`src/rtl/rx_pkg.sv`:
```
// Shared symbol constants, aligner state encoding and small symbol helpers
// for the receive path.
package rx_pkg;

    localparam int SYMBOL_WIDTH = 10;

    localparam logic [SYMBOL_WIDTH-1:0] K28_5_RDN = 10'h17C;
    localparam logic [SYMBOL_WIDTH-1:0] K28_5_RDP = 10'h283;

    typedef enum logic [1:0] {
        SEARCH = 2'd0,
        CHECK  = 2'd1,
        LOCKED = 2'd2
    } align_state_e;

    function automatic logic is_comma(input logic [SYMBOL_WIDTH-1:0] sym);
        return (sym == K28_5_RDN) || (sym == K28_5_RDP);
    endfunction

    // Candidate k of a two-word window is bits [k+9:k].
    function automatic logic [SYMBOL_WIDTH-1:0] pick_symbol(
        input logic [2*SYMBOL_WIDTH-1:0] window,
        input logic [3:0]                k
    );
        return SYMBOL_WIDTH'(window >> k);
    endfunction

endpackage

```
`src/rtl/comma_finder.sv`:
```
// Combinational search for a K28.5 comma across all ten bit offsets of a
// two-word window; the lowest matching offset is reported.
module comma_finder
    import rx_pkg::*;
(
    input  logic [2*SYMBOL_WIDTH-1:0] window_i,
    output logic                      found_o,
    output logic [3:0]                offset_o
);

    // Scanning downwards lets the lowest matching offset overwrite the others.
    always_comb begin
        found_o  = 1'b0;
        offset_o = 4'd0;
        for (int k = SYMBOL_WIDTH - 1; k >= 0; k--) begin
            if (is_comma(pick_symbol(window_i, 4'(k)))) begin
                found_o  = 1'b1;
                offset_o = 4'(k);
            end
        end
    end

endmodule

```
`src/rtl/comma_aligner.sv`:
```
// 8b/10b symbol aligner: finds K28.5 in the raw deserializer stream, locks to a
// bit offset after repeated agreement and emits aligned symbols one cycle later.
module comma_aligner
    import rx_pkg::*;
#(
    parameter int LOCK_COUNT   = 3,
    parameter int UNLOCK_COUNT = 4
) (
    input  logic                    clk,
    input  logic                    rst_n,
    input  logic [SYMBOL_WIDTH-1:0] data_in,
    input  logic                    data_in_valid,
    output logic [SYMBOL_WIDTH-1:0] data_out,
    output logic                    data_out_valid,
    output logic                    comma_detect,
    output logic                    locked,
    output logic [3:0]              offset
);

    localparam logic [3:0] LOCK_C   = 4'(LOCK_COUNT);
    localparam logic [3:0] UNLOCK_C = 4'(UNLOCK_COUNT);

    align_state_e            state_q, state_d;
    logic [SYMBOL_WIDTH-1:0] prev_q, prev_d;
    logic                    full_q, full_d;
    logic [3:0]              cand_q, cand_d;
    logic [3:0]              cnt_q, cnt_d;
    logic [3:0]              mis_q, mis_d;
    logic [3:0]              off_q, off_d;
    logic [SYMBOL_WIDTH-1:0] dout_q, dout_d;
    logic                    dv_q, dv_d;
    logic                    cd_q, cd_d;
    logic                    lk_q, lk_d;

    logic [2*SYMBOL_WIDTH-1:0] window;
    logic                      found;
    logic [3:0]                found_off;
    logic [3:0]                cnt_inc;
    logic [3:0]                mis_inc;

    assign window  = {data_in, prev_q};
    assign cnt_inc = (cnt_q == 4'hF) ? cnt_q : cnt_q + 4'd1;
    assign mis_inc = (mis_q == 4'hF) ? mis_q : mis_q + 4'd1;

    comma_finder u_finder (
        .window_i (window),
        .found_o  (found),
        .offset_o (found_off)
    );

    always_comb begin
        state_d = state_q;
        prev_d  = prev_q;
        full_d  = full_q;
        cand_d  = cand_q;
        cnt_d   = cnt_q;
        mis_d   = mis_q;
        off_d   = off_q;
        dout_d  = dout_q;
        dv_d    = 1'b0;
        cd_d    = 1'b0;

        if (data_in_valid) begin
            prev_d = data_in;
            full_d = 1'b1;
            if (full_q) begin
                case (state_q)
                    SEARCH: begin
                        if (found) begin
                            cand_d  = found_off;
                            cnt_d   = 4'd1;
                            state_d = CHECK;
                        end
                    end
                    CHECK: begin
                        if (found && (found_off == cand_q)) begin
                            cnt_d = cnt_inc;
                            if (cnt_inc >= LOCK_C) begin
                                state_d = LOCKED;
                                off_d   = cand_q;
                                mis_d   = 4'd0;
                            end
                        end else if (found) begin
                            cand_d = found_off;
                            cnt_d  = 4'd1;
                        end
                    end
                    LOCKED: begin
                        // A comma at the locked offset wins even if a lower one also matches.
                        if (is_comma(pick_symbol(window, off_q))) begin
                            mis_d = 4'd0;
                        end else if (found) begin
                            mis_d = mis_inc;
                            if (mis_inc >= UNLOCK_C) begin
                                state_d = SEARCH;
                            end
                        end
                    end
                    default: state_d = SEARCH;
                endcase
            end

            if (state_d == LOCKED) begin
                dout_d = pick_symbol(window, off_d);
                dv_d   = 1'b1;
                cd_d   = is_comma(pick_symbol(window, off_d));
            end
        end

        lk_d = (state_d == LOCKED);
    end

    always_ff @(posedge clk or negedge rst_n) begin
        if (!rst_n) begin
            state_q <= SEARCH;
            prev_q  <= '0;
            full_q  <= 1'b0;
            cand_q  <= 4'd0;
            cnt_q   <= 4'd0;
            mis_q   <= 4'd0;
            off_q   <= 4'd0;
            dout_q  <= '0;
            dv_q    <= 1'b0;
            cd_q    <= 1'b0;
            lk_q    <= 1'b0;
        end else begin
            state_q <= state_d;
            prev_q  <= prev_d;
            full_q  <= full_d;
            cand_q  <= cand_d;
            cnt_q   <= cnt_d;
            mis_q   <= mis_d;
            off_q   <= off_d;
            dout_q  <= dout_d;
            dv_q    <= dv_d;
            cd_q    <= cd_d;
            lk_q    <= lk_d;
        end
    end

    assign data_out       = dout_q;
    assign data_out_valid = dv_q;
    assign comma_detect   = cd_q;
    assign locked         = lk_q;
    assign offset         = off_q;

endmodule

```
`config.mk`:
```
export PLATFORM = sky130hd
export DESIGN_NAME = comma_aligner
export DESIGN_NICKNAME = d
export VERILOG_FILES = /design/src/rtl/rx_pkg.sv /design/src/rtl/comma_finder.sv /design/src/rtl/comma_aligner.sv
export SDC_FILE = /design/constraint.sdc
export NUM_CORES = 1
export LEC_CHECK = 0
export CAP_MARGIN = 20
export CORE_ASPECT_RATIO = 0.9
export CORE_MARGIN = 4
export CORE_UTILIZATION = 50
export CTS_CLUSTER_SIZE = 24
export DETAILED_ROUTE_END_ITERATION = 12
export PLACE_DENSITY = 0.66
export SLEW_MARGIN = 20
export SYNTH_ARGS = -nofsm -noshare
export SYNTH_HDL_FRONTEND = slang
export SYNTH_SLANG_ARGS = --single-unit
export TNS_END_PERCENT = 100
```
`constraint.sdc`:
```
create_clock -name clk -period 7.25 [get_ports clk]
set_input_delay 1.45 -clock clk [delete_from_list [all_inputs] [get_ports clk]]
set_output_delay 1.45 -clock clk [all_outputs]
set_load 0.02 [all_outputs]
```
# [After elaboration in Yosys (flattened, before gate mapping)]
# Index checks and enable logic that the tools add are counted.
# W data, S select, Z words.
[op_classes] n_addsub=2 n_mul=0 div_mod_pow=0 order_cmp=2 eq_ne=35 shift=2 n_mux=52 bitwise=0 n_reduce_logical=20
[op_table] operator="$eq A10 B10 Y1 const B" n=12
[op_table] operator="$eq A10 B9 Y1 const B" n=12
[op_table] operator="$mux W4" n=25
[op_table] operator="$shr A20 B4 Y10" n=2
[op_table] operator="$pmux W4 S2" n=3
[op_table] operator="$mux W2" n=9
[op_table] operator="$mux W1" n=14
[op_table] operator="$logic_or A1 B1 Y1" n=12
[op_table] operator="$add A4 B1 Y4 const B" n=2
[op_table] operator="$eq A4 B4 Y1 const B" n=2
[op_table] operator="$eq A2 B2 Y1 const B" n=3
[op_table] operator="$ne A2 B2 Y1 const B" n=3
[op_table] operator="$pmux W2 S3" n=1
[op_table] operator="$reduce_and A6 Y1" n=1
[op_table] operator="$eq A4 B4 Y1" n=1
[op_table] operator="$ge A4 B2 Y1 const B" n=1
[op_table] operator="$ge A4 B3 Y1 const B" n=1
[op_table] operator="$reduce_and A4 Y1" n=1
[op_table] operator="$reduce_bool A2 Y1" n=2
[op_table] operator="$ne A3 B3 Y1 const B" n=1
[op_table] operator="$reduce_and A3 Y1" n=1
[op_table] operator="$eq A2 B1 Y1 const B" n=1
[op_table] operator="$logic_not A2 Y1" n=1
[op_table] operator="$reduce_and A2 Y1" n=1
[op_table] operator="$logic_and A1 B1 Y1" n=1
[word_totals] regBits=42 latchBits=0 mem_bits_rw=0 rom_bits=0 memories=0

# [Logic depth before layout (Yosys ltp)]
# Gate-level depths: netlist (run 1).
[logic_depth] ltp_word=23 ltp_mapped=19 depth_no_buf=14

# [Cells and area by module]
# From an unflattened synthesis (run 1), not the netlist that was laid out.
[unflattened] hier_cells=547 area_unflattened_um2=4824.6
[by_module_without_submodules] module="comma_aligner" n_inst=1 cells_each=467 area_each_um2=4246.6 seq_area_each_um2=1051.0
[by_module_without_submodules] module="comma_finder" n_inst=1 cells_each=80 area_each_um2=578.1 seq_area_each_um2=0.0

# [Worst setup path before layout (run 1)]
# Ideal clock, no wire load.
[synth_path] path_type="input -> register" from="input port data_in[3]" to="register cd_q (netlist: comma_detect)" arrival_ns=5.031 required_ns=7.129 setup_slack_ns=2.099 stages=16 n_path_buf=3 cell_sequence="buf_2 nor4b_1 nor2b_1 a22oi_1 nor4_1 xor2_1 o31a_1 buf_2 o41ai_4 nand2_1 buf_2 o211ai_1 a211oi_1 or4_1 nor4b_2 a22o_1"
[synth_via] elab_chain_cells=23 word_cells_on_any_way=62
[synth_lines] item="start, declared" line_no="comma_aligner.sv:11" text="input logic [SYMBOL_WIDTH-1:0] data_in,"
[synth_lines] item="$eq A10 B9 Y1 / $eq A10 B10 Y1 (equally long branches)" line_no="rx_pkg.sv:17" text="return (sym == K28_5_RDN) || (sym == K28_5_RDP);"
[synth_lines] item="$logic_or A1 B1 Y1" line_no="rx_pkg.sv:17"
[synth_lines] item="$mux W4 (10 in series)" line_no="comma_finder.sv:16" text="if (is_comma(pick_symbol(window_i, 4'(k)))) begin"
[synth_lines] item="$eq A4 B4 Y1" line_no="comma_aligner.sv:76" text="if (found && (found_off == cand_q)) begin"
[synth_lines] item="$logic_and A1 B1 Y1" line_no="comma_aligner.sv:76"
[synth_lines] item="$mux W4" line_no="comma_aligner.sv:76"
[synth_lines] item="$mux W4" line_no="comma_aligner.sv:67" text="case (state_q)"
[synth_lines] item="$mux W4" line_no="comma_aligner.sv:66" text="if (full_q) begin"
[synth_lines] item="$mux W4" line_no="comma_aligner.sv:63" text="if (data_in_valid) begin"
[synth_lines] item="$shr A20 B4 Y10" line_no="rx_pkg.sv:25" text="return SYMBOL_WIDTH'(window >> k);"
[synth_lines] item="$eq A10 B9 Y1 / $eq A10 B10 Y1 (equally long branches)" line_no="rx_pkg.sv:17"
[synth_lines] item="$logic_or A1 B1 Y1" line_no="rx_pkg.sv:17"
[synth_lines] item="$mux W1 *" line_no="comma_aligner.sv:103" text="if (state_d == LOCKED) begin"
[synth_lines] item="$mux W1 *" line_no="comma_aligner.sv:63"
[synth_lines] item="via cd_d" line_no="comma_aligner.sv:32" text="logic cd_q, cd_d;"
[synth_lines] item="end signal, assigned" line_no="comma_aligner.sv:124" text="cd_q <= 1'b0;"
[synth_lines] item="end signal, assigned" line_no="comma_aligner.sv:136" text="cd_q <= cd_d;"
[synth_lines] item="end, declared" line_no="comma_aligner.sv:32"
# Mark *: on every way through the listed nets, which the timed path passes. The rest lies on a longest branch. The select of a mux whose other input is x is not followed.
# A chain may end at the register's enable or synchronous reset.

# [Final worst setup path (run 1)]
# Same ends and word-level chain as after synthesis.

==> flow_metrics.tcl, run 1 <==
set metrics [dict create \
    routabilityCongestion 0.962 \
    fin_crit_sh 0.900 \
    timing.rr.end "comma_detect" \
    layout_min_cycle_time_ps 6520 \
    first_iter_violations 616 \
    finalSetupViolations 0 \
    place.detailed.hpwl_mm 9.87 \
    antenna-diode-count 0 \
    cell_count_after_synthesis 543 \
    setup_tns_ps 0 \
    final.setup_skew_ps 8.49 \
    critical_path_class "input pin to flop" \
    cts_tree "done" \
    crit_path_start_kind "input pin" \
    hold_path_depth 1 \
    post_synth.cell_area_avg_um2 8.23 \
    post-cts-setup-buffers 0 \
    min_from "data_out[8]" \
    timing.max_cap.violations 0 \
    timing.critical_path.required_ps 7490 \
    synth-edff-count 0 \
    routed_wire_length_per_instance_um 20.9 \
    drt-pass1-iter-count 6 \
    postRouteWirelength_mm 13.9 \
    routed_via_density 6.93 \
    ys.warnings.count 0 \
    worst_slew_margin_rel 0.489 \
    syn2layout_area_growth_pct 8.42 \
    critPathSlowestCell "sky130_fd_sc_hd__clkdlybuf4s50_1" \
    synth_fp_nets 558 \
    vias 4592 \
    port_buffers 29 \
    grt_start_max_net_pins 43 \
    synth_seq_cells 42 \
    path_max_fanout 13 \
    synth.top_cell.area_share 0.235 \
    h-tree-depth 2 \
    path_clk_slew_ps 90 \
    synth-seq-area-share 0.235 \
    std_cell_rows 32 \
    finalHoldViolations 0 \
    antenna_found_initial 0 \
    synth_cell_types 81 \
    syn_area_um2 4470 \
    finish.instance_area_um2 4850 \
    yosysTopAreaCell "sky130_fd_sc_hd__dfrtp_1" \
    detailed_place.area_um2 4770 \
    clock_buffer_count_from_cts 5 \
    floorplan.io_pins 30 \
    synth_commonest_cells "47 x sky130_fd_sc_hd__nand2_1, 42 x sky130_fd_sc_hd__dfrtp_1, 39 x sky130_fd_sc_hd__o21ai_0" \
    cts_resized 0 \
    status "finished clean" \
    global_route.usage.total 0.261 \
    vdd_drop_max_v 0.000144 \
    postSynth.topFlopCell "sky130_fd_sc_hd__dfrtp_1" \
    dominant_cell_by_count_in_the_synthesized_netlist "sky130_fd_sc_hd__nand2_1" \
    grt_setup_unrepaired "false" \
    placeableCoreArea_um2 8650 \
    max_stage_delay_ps 720 \
    critPathBufInv 1 \
    timing_worst_slew_pin_value_ps 767 \
    cellLeakagePower_nw 1.91 \
    ctsRootBufferMaster "sky130_fd_sc_hd__clkbuf_8" \
    max_clock_freq_ghz 0.153 \
    timing.hold.worst_endpoint "data_out[8]" \
    layout_cell_share_with_drive_strength_beyond_1 0.129 \
    synthArstFlopShare 1.00 \
    die_h_um 97.7 \
    grt_pass1_vias 4125 \
    synth_top_cells_by_area "sky130_fd_sc_hd__dfrtp_1 24%, sky130_fd_sc_hd__mux2i_1 6.0%, sky130_fd_sc_hd__o21ai_0 4.4%" \
    path_category_of_the_worst_min_delay_check "flop to flop" \
    ant_nets 0 \
    worst_r2r_startpoint "prev_q[9]" \
    critPathArrivalTime_ps 6770 \
    grt_first_pass_wirelength_mm 22.1 \
    clock_sinks 42 \
    clock_latency_ps 300 \
    report.power.total_mw 1.10 \
    power-per-cell-area_nw_per_um2 228 \
    starting_density 0.517 \
    grt.overflow.total 0 \
    final_nets 559 \
    cts.path.max_buffers 2 \
    slew_violations 0 \
    worstRegToRegCells 14 \
    detail_route.drc_violations 0 \
    die_width_um 108 \
    post_cts_hold_buffer_count 0 \
    dieArea_um2 10500 \
    path_cells "clkdlybuf4s50_1, nor4b_1, nor2b_1, a22oi_1, nor4_1, xor2_1, o31a_1, o41ai_4, nand2_1, o21ai_1, o211ai_1, a22oi_1, nand4b_1, nor4_1, a22o_1" \
    end_kind "flop" \
    reg2reg_setup_slack_ps 1910 \
    crit_family "compound AO/OA/AOI/OAI gates" \
]
sequential cells by signal, summed over array words and instances, names as in the netlist:
| name | count |
|---|---|
| mis_q | 4 |
| full_q | 1 |
| cnt_q | 4 |
| prev_q | 10 |
| data_out_valid | 1 |
| state_q | 2 |
| offset | 4 |
| cand_q | 4 |
| locked | 1 |
| comma_detect | 1 |
| data_out | 10 |
placed cells by master, fill, tap and decap left out, types with 5 or more instances in the layout:
cell / count
sky130_fd_sc_hd__nand2_1: 47
sky130_fd_sc_hd__dfrtp_1: 42
sky130_fd_sc_hd__o21ai_0: 39
sky130_fd_sc_hd__nand3_1: 33
sky130_fd_sc_hd__a21oi_1: 33
sky130_fd_sc_hd__nor2_1: 29
sky130_fd_sc_hd__clkdlybuf4s50_1: 28
sky130_fd_sc_hd__mux2i_1: 27
sky130_fd_sc_hd__inv_1: 15
sky130_fd_sc_hd__mux2_2: 15
sky130_fd_sc_hd__buf_4: 15
sky130_fd_sc_hd__nor3_1: 14
sky130_fd_sc_hd__nand4_1: 13
sky130_fd_sc_hd__o211ai_1: 11
sky130_fd_sc_hd__o21ai_1: 9
sky130_fd_sc_hd__and3_1: 8
sky130_fd_sc_hd__a22oi_1: 7
sky130_fd_sc_hd__nor2b_1: 6
sky130_fd_sc_hd__nand4b_1: 6
sky130_fd_sc_hd__a31oi_1: 6
sky130_fd_sc_hd__nor4_1: 6
sky130_fd_sc_hd__mux4_2: 6
sky130_fd_sc_hd__a221oi_1: 6
sky130_fd_sc_hd__o31a_1: 5
sky130_fd_sc_hd__a32oi_1: 5
sky130_fd_sc_hd__a41oi_1: 5
sky130_fd_sc_hd__a211oi_1: 5
sky130_fd_sc_hd__clkbuf_8: 5
worst max-delay path by stage:
stage | from | to | slack [ps] | cells past startpoint
finish | data_in[3] | comma_detect | 730 | 15
global route | data_in[3] | comma_detect | 410 | 15
CTS | data_in[1] | comma_detect | 910 | 16
detailed placement | data_in[1] | comma_detect | 620 | 16
global placement | data_in[3] | comma_detect | 780 | 14
floorplan | data_in[3] | comma_detect | 2100 | 16
where the power goes:
group          switching (mW)  internal, mW  total (mW)
Combinational           0.382         0.247       0.629
Clock                  0.0880        0.0649       0.153
Sequential             0.0618         0.261       0.323
stage by stage:
step           worst slack [ps]  hold WS [ps]  utilization  cells
2_1_floorplan              2100           492            -    543
3_3_place_gp                782           492        0.551    656
3_5_place_dp                618           497        0.551    656
4_1_cts                     905           524        0.560    663
5_1_grt                     413           540        0.560    663
6_report                    727           515        0.560    663
cells by family after synthesis:
logic type	after synthesis	share of synthesized area
multiplexers	48	0.128
flip-flops	42	0.235
adder cells (fa/ha/maj)	2	0.00560
XOR/XNOR	4	0.0120
AO/OA/AOI/OAI	171	0.280
AND/OR/NAND/NOR	208	0.267
buffers and inverters	68	0.0716
final cells by class:
type,instances,area (um2)
fill,812,3800
timing repair buffer,43,393
sequential,42,1050
clock buffer,5,68.8
multi-input combinational,433,3100
clock inverter,2,10.0
tap,119,149
inverter,19,71.3
per-layer routing:
metal / wire (um) / up-vias / global-route usage
met5: 0 / - / 0
met4: 277 / 0 / 0.0670
met3: 1240 / 24 / 0.0452
met2: 6100 / 248 / 0.379
met1: 6250 / 2222 / 0.398
li1: - / 2098 / -
(Power assumes the default switching activity.)
==> run 2, diff against run 1 <==
--- a/config.mk
+++ b/config.mk
@@ -15,5 +15,6 @@
 export SLEW_MARGIN = 20
 export SYNTH_ARGS = -nofsm -noshare
 export SYNTH_HDL_FRONTEND = slang
+export SYNTH_HIERARCHICAL = 1
 export SYNTH_SLANG_ARGS = --single-unit
 export TNS_END_PERCENT = 100
==> flow_metrics.tcl, run 2 <==
set metrics [dict create \
    fin_crit_sh 0.878 \
    die_width_um 112 \
    hold_path_depth 1 \
    routed_wire_length_per_instance_um 21.5 \
    timing.critical_path.required_ps 7460 \
    vias 4641 \
    grt_start_max_net_pins 55 \
    finalSetupViolations 0 \
    clock_sinks 42 \
    critPathArrivalTime_ps 6570 \
    timing.max_cap.violations 0 \
    routabilityCongestion 0.976 \
    final.setup_skew_ps 10.5 \
    routed_via_density 6.89 \
    power_frac_seq 0.320 \
    setup_tns_ps 0 \
    ctsRootBufferMaster "sky130_fd_sc_hd__clkbuf_8" \
    max_clock_freq_ghz 0.157 \
    global_route.usage.total 0.256 \
    port_buffers 29 \
    grt_setup_unrepaired "false" \
    p_sw_frac 0.416 \
    placeableCoreArea_um2 9250 \
    path_cells "clkdlybuf4s50_1, or4b_1, or4_1, o41ai_2, a311oi_1, nor3b_2, xnor2_1, and3_1, buf_4, a32oi_1, a311oi_1, buf_4, or3_1, o311a_1, a21oi_1, nand2b_1, or4_1, o41ai_2" \
    vdd_drop_max_v 0.000151 \
    first_iter_violations 407 \
    yosysTopAreaCell "sky130_fd_sc_hd__dfrtp_1" \
    syn_area_um2 4820 \
    timing.hold.worst_endpoint "data_out[5]" \
    cell_count_after_synthesis 547 \
    power_frac_clock 0.212 \
    mostFrequentLayoutCells "54 x sky130_fd_sc_hd__nand2_1, 41 x sky130_fd_sc_hd__nand2b_1, 40 x sky130_fd_sc_hd__dfrtp_1, 35 x sky130_fd_sc_hd__mux2i_1, 30 x sky130_fd_sc_hd__nor2_1" \
    synth_fp_nets 562 \
    worst_slew_margin_rel 0.327 \
    power.combinational.fraction 0.469 \
    synth_commonest_cells "54 x sky130_fd_sc_hd__nand2_1, 42 x sky130_fd_sc_hd__dfrtp_1, 41 x sky130_fd_sc_hd__nand2b_1" \
    cts_tree "done" \
    critPathSlowestCell "sky130_fd_sc_hd__clkdlybuf4s50_1" \
    synth-seq-area-share 0.218 \
    grt.overflow.total 0 \
    cellLeakagePower_nw 2.06 \
    clock_latency_ps 310 \
    synth-edff-count 0 \
    dominant_cell_by_count_in_the_synthesized_netlist "sky130_fd_sc_hd__nand2_1" \
    path_clk_slew_ps 80 \
    cts_resized 0 \
    max_stage_delay_ps 770 \
    crit_path_start_kind "input pin" \
    finalHoldViolations 0 \
    min_from "data_out[5]" \
    grt_first_pass_wirelength_mm 23.6 \
    sw_power_uw 450 \
    layout_min_cycle_time_ps 6370 \
    syn2layout_area_growth_pct 9.62 \
    postSynth.topFlopCell "sky130_fd_sc_hd__dfrtp_1" \
    synth_top_cells_by_area "sky130_fd_sc_hd__dfrtp_1 22%, sky130_fd_sc_hd__mux4_2 7.9%, sky130_fd_sc_hd__mux2i_1 7.3%" \
    ys.warnings.count 6 \
    worstRegToRegCells 16 \
    final.fill_count 831 \
    critical_path_class "input pin to flop" \
    path_category_of_the_worst_min_delay_check "flop to flop" \
    die_h_um 101 \
    cts.path.max_buffers 2 \
    grt_pass1_vias 4449 \
    layout_cell_share_with_drive_strength_beyond_1 0.168 \
    postRouteWirelength_mm 14.5 \
    std_cell_rows 33 \
    detail_route.drc_violations 0 \
    power-per-cell-area_nw_per_um2 204 \
    slew_violations 0 \
    reg2reg_setup_slack_ps 1930 \
    layout.core_utilization 0.572 \
    cellInternalPower_uw 632 \
    synth_cell_types 84 \
    starting_density 0.522 \
    h-tree-depth 2 \
    layout_commonest_cell "sky130_fd_sc_hd__nand2_1" \
    post-cts-setup-buffers 0 \
    synthArstFlopShare 1.00 \
    timing.rr.end "comma_detect" \
    critPathBufInv 3 \
    end_kind "flop" \
    synth.top_cell.area_share 0.218 \
    drt-pass1-iter-count 5 \
    post_synth.cell_area_avg_um2 8.82 \
    clock_buffer_count_from_cts 5 \
    antenna-diode-count 0 \
    timing_worst_slew_pin_value_ps 1010 \
    worst_r2r_startpoint "prev_q[9]" \
    status "finished clean" \
    dieArea_um2 11300 \
    crit_family "simple AND/OR/NAND/NOR gates" \
    ant_nets 0 \
    antenna_found_initial 0 \
    final_nets 566 \
    post_cts_hold_buffer_count 0 \
    place.detailed.hpwl_mm 9.87 \
    floorplan.io_pins 30 \
    synth_seq_cells 42 \
    path_max_fanout 13 \
]
==> run 2: worst max path at each step <==
stage / start / cells past startpoint / slack, ps / to
3_3_place_gp: data_in[6] / 17 / 730 / comma_detect
5_1_grt: data_in[5] / 18 / 490 / comma_detect
2_1_floorplan: data_in[1] / 17 / 1560 / comma_detect
4_1_cts: data_in[6] / 17 / 960 / comma_detect
3_5_place_dp: data_in[6] / 17 / 630 / comma_detect
6_report: data_in[6] / 18 / 880 / comma_detect
==> run 2: logic make-up after synthesis <==
| group | share of synthesized area |
|---|---|
| DFF | 0.218 |
| xor gates and xnor gates | 0.00726 |
| and+or+nand+nor | 0.281 |
| AOI/OAI and AO/OA | 0.196 |
| adders and majority gates | 0.00519 |
| muxes | 0.230 |
| buffers and inverters | 0.0617 |
==> run 2: metal layers <==
metal / global-route usage / share of wire / routed length (um)
met5: 0 / 0 / 0
met4: 0.0692 / 0.014 / 200
met2: 0.419 / 0.46 / 6720
met1: 0.354 / 0.45 / 6450
met3: 0.0448 / 0.075 / 1090
==> run 2: per-stage QoR <==
step	cells	setup slack, ps	cell area, um2	hold WS (ps)	total power [mW]
after floorplan	547	1560	4820	513	0.704
after global placement	665	734	5140	492	0.834
after detailed placement	665	630	5140	498	0.840
after CTS	673	961	5280	519	1.07
after global routing	674	491	5290	535	1.15
final	674	883	5290	513	1.08
==> run 2: final cells by class <==
type,count,area (um2),share of cell area
Multi-Input combinational cell,442,3480,0.657
Sequential cell,42,1050,0.199
Timing Repair Buffer,47,420,0.0795
Tap cell,122,153,0.0289
Clock buffer,5,68.8,0.0130
Clock inverter,3,68.8,0.0130
Inverter,13,48.8,0.00923
==> run 2: power groups by stage <==
stage	Clock [mW]	Sequential (mW)	Combinational, mW
CTS	0.234	0.344	0.494
finish	0.229	0.346	0.507
detailed placement	0	0.348	0.492
global placement	0	0.347	0.487
global route	0.247	0.355	0.547
floorplan	0	0.306	0.398
==> run 2: worst reg2reg max path: stages, from the launching register on <==
cell and delay, ps:
sky130_fd_sc_hd__dfrtp_1 700, sky130_fd_sc_hd__or3b_2 650, sky130_fd_sc_hd__or3_1 360, sky130_fd_sc_hd__o41ai_1 120, sky130_fd_sc_hd__or3_1 290, sky130_fd_sc_hd__nand3b_1 160
sky130_fd_sc_hd__nor2b_1 290, sky130_fd_sc_hd__nand4_2 190, sky130_fd_sc_hd__buf_4 240, sky130_fd_sc_hd__o31ai_1 370, sky130_fd_sc_hd__and2_0 440, sky130_fd_sc_hd__o211ai_1 170
sky130_fd_sc_hd__a32o_1 310, sky130_fd_sc_hd__a221o_1 320, sky130_fd_sc_hd__nor4_1 280, sky130_fd_sc_hd__nand4_1 140, sky130_fd_sc_hd__o41ai_2 200
==> run 3, diff against run 2 <==
--- a/config.mk
+++ b/config.mk
@@ -12,6 +12,7 @@
 export CTS_CLUSTER_SIZE = 24
 export DETAILED_ROUTE_END_ITERATION = 12
 export PLACE_DENSITY = 0.66
+export SKIP_LAST_GASP = 1
 export SLEW_MARGIN = 20
 export SYNTH_ARGS = -nofsm -noshare
 export SYNTH_HDL_FRONTEND = slang
==> results of run 3 <==
Final layout, timing and power as in run 2 (identical DEF).
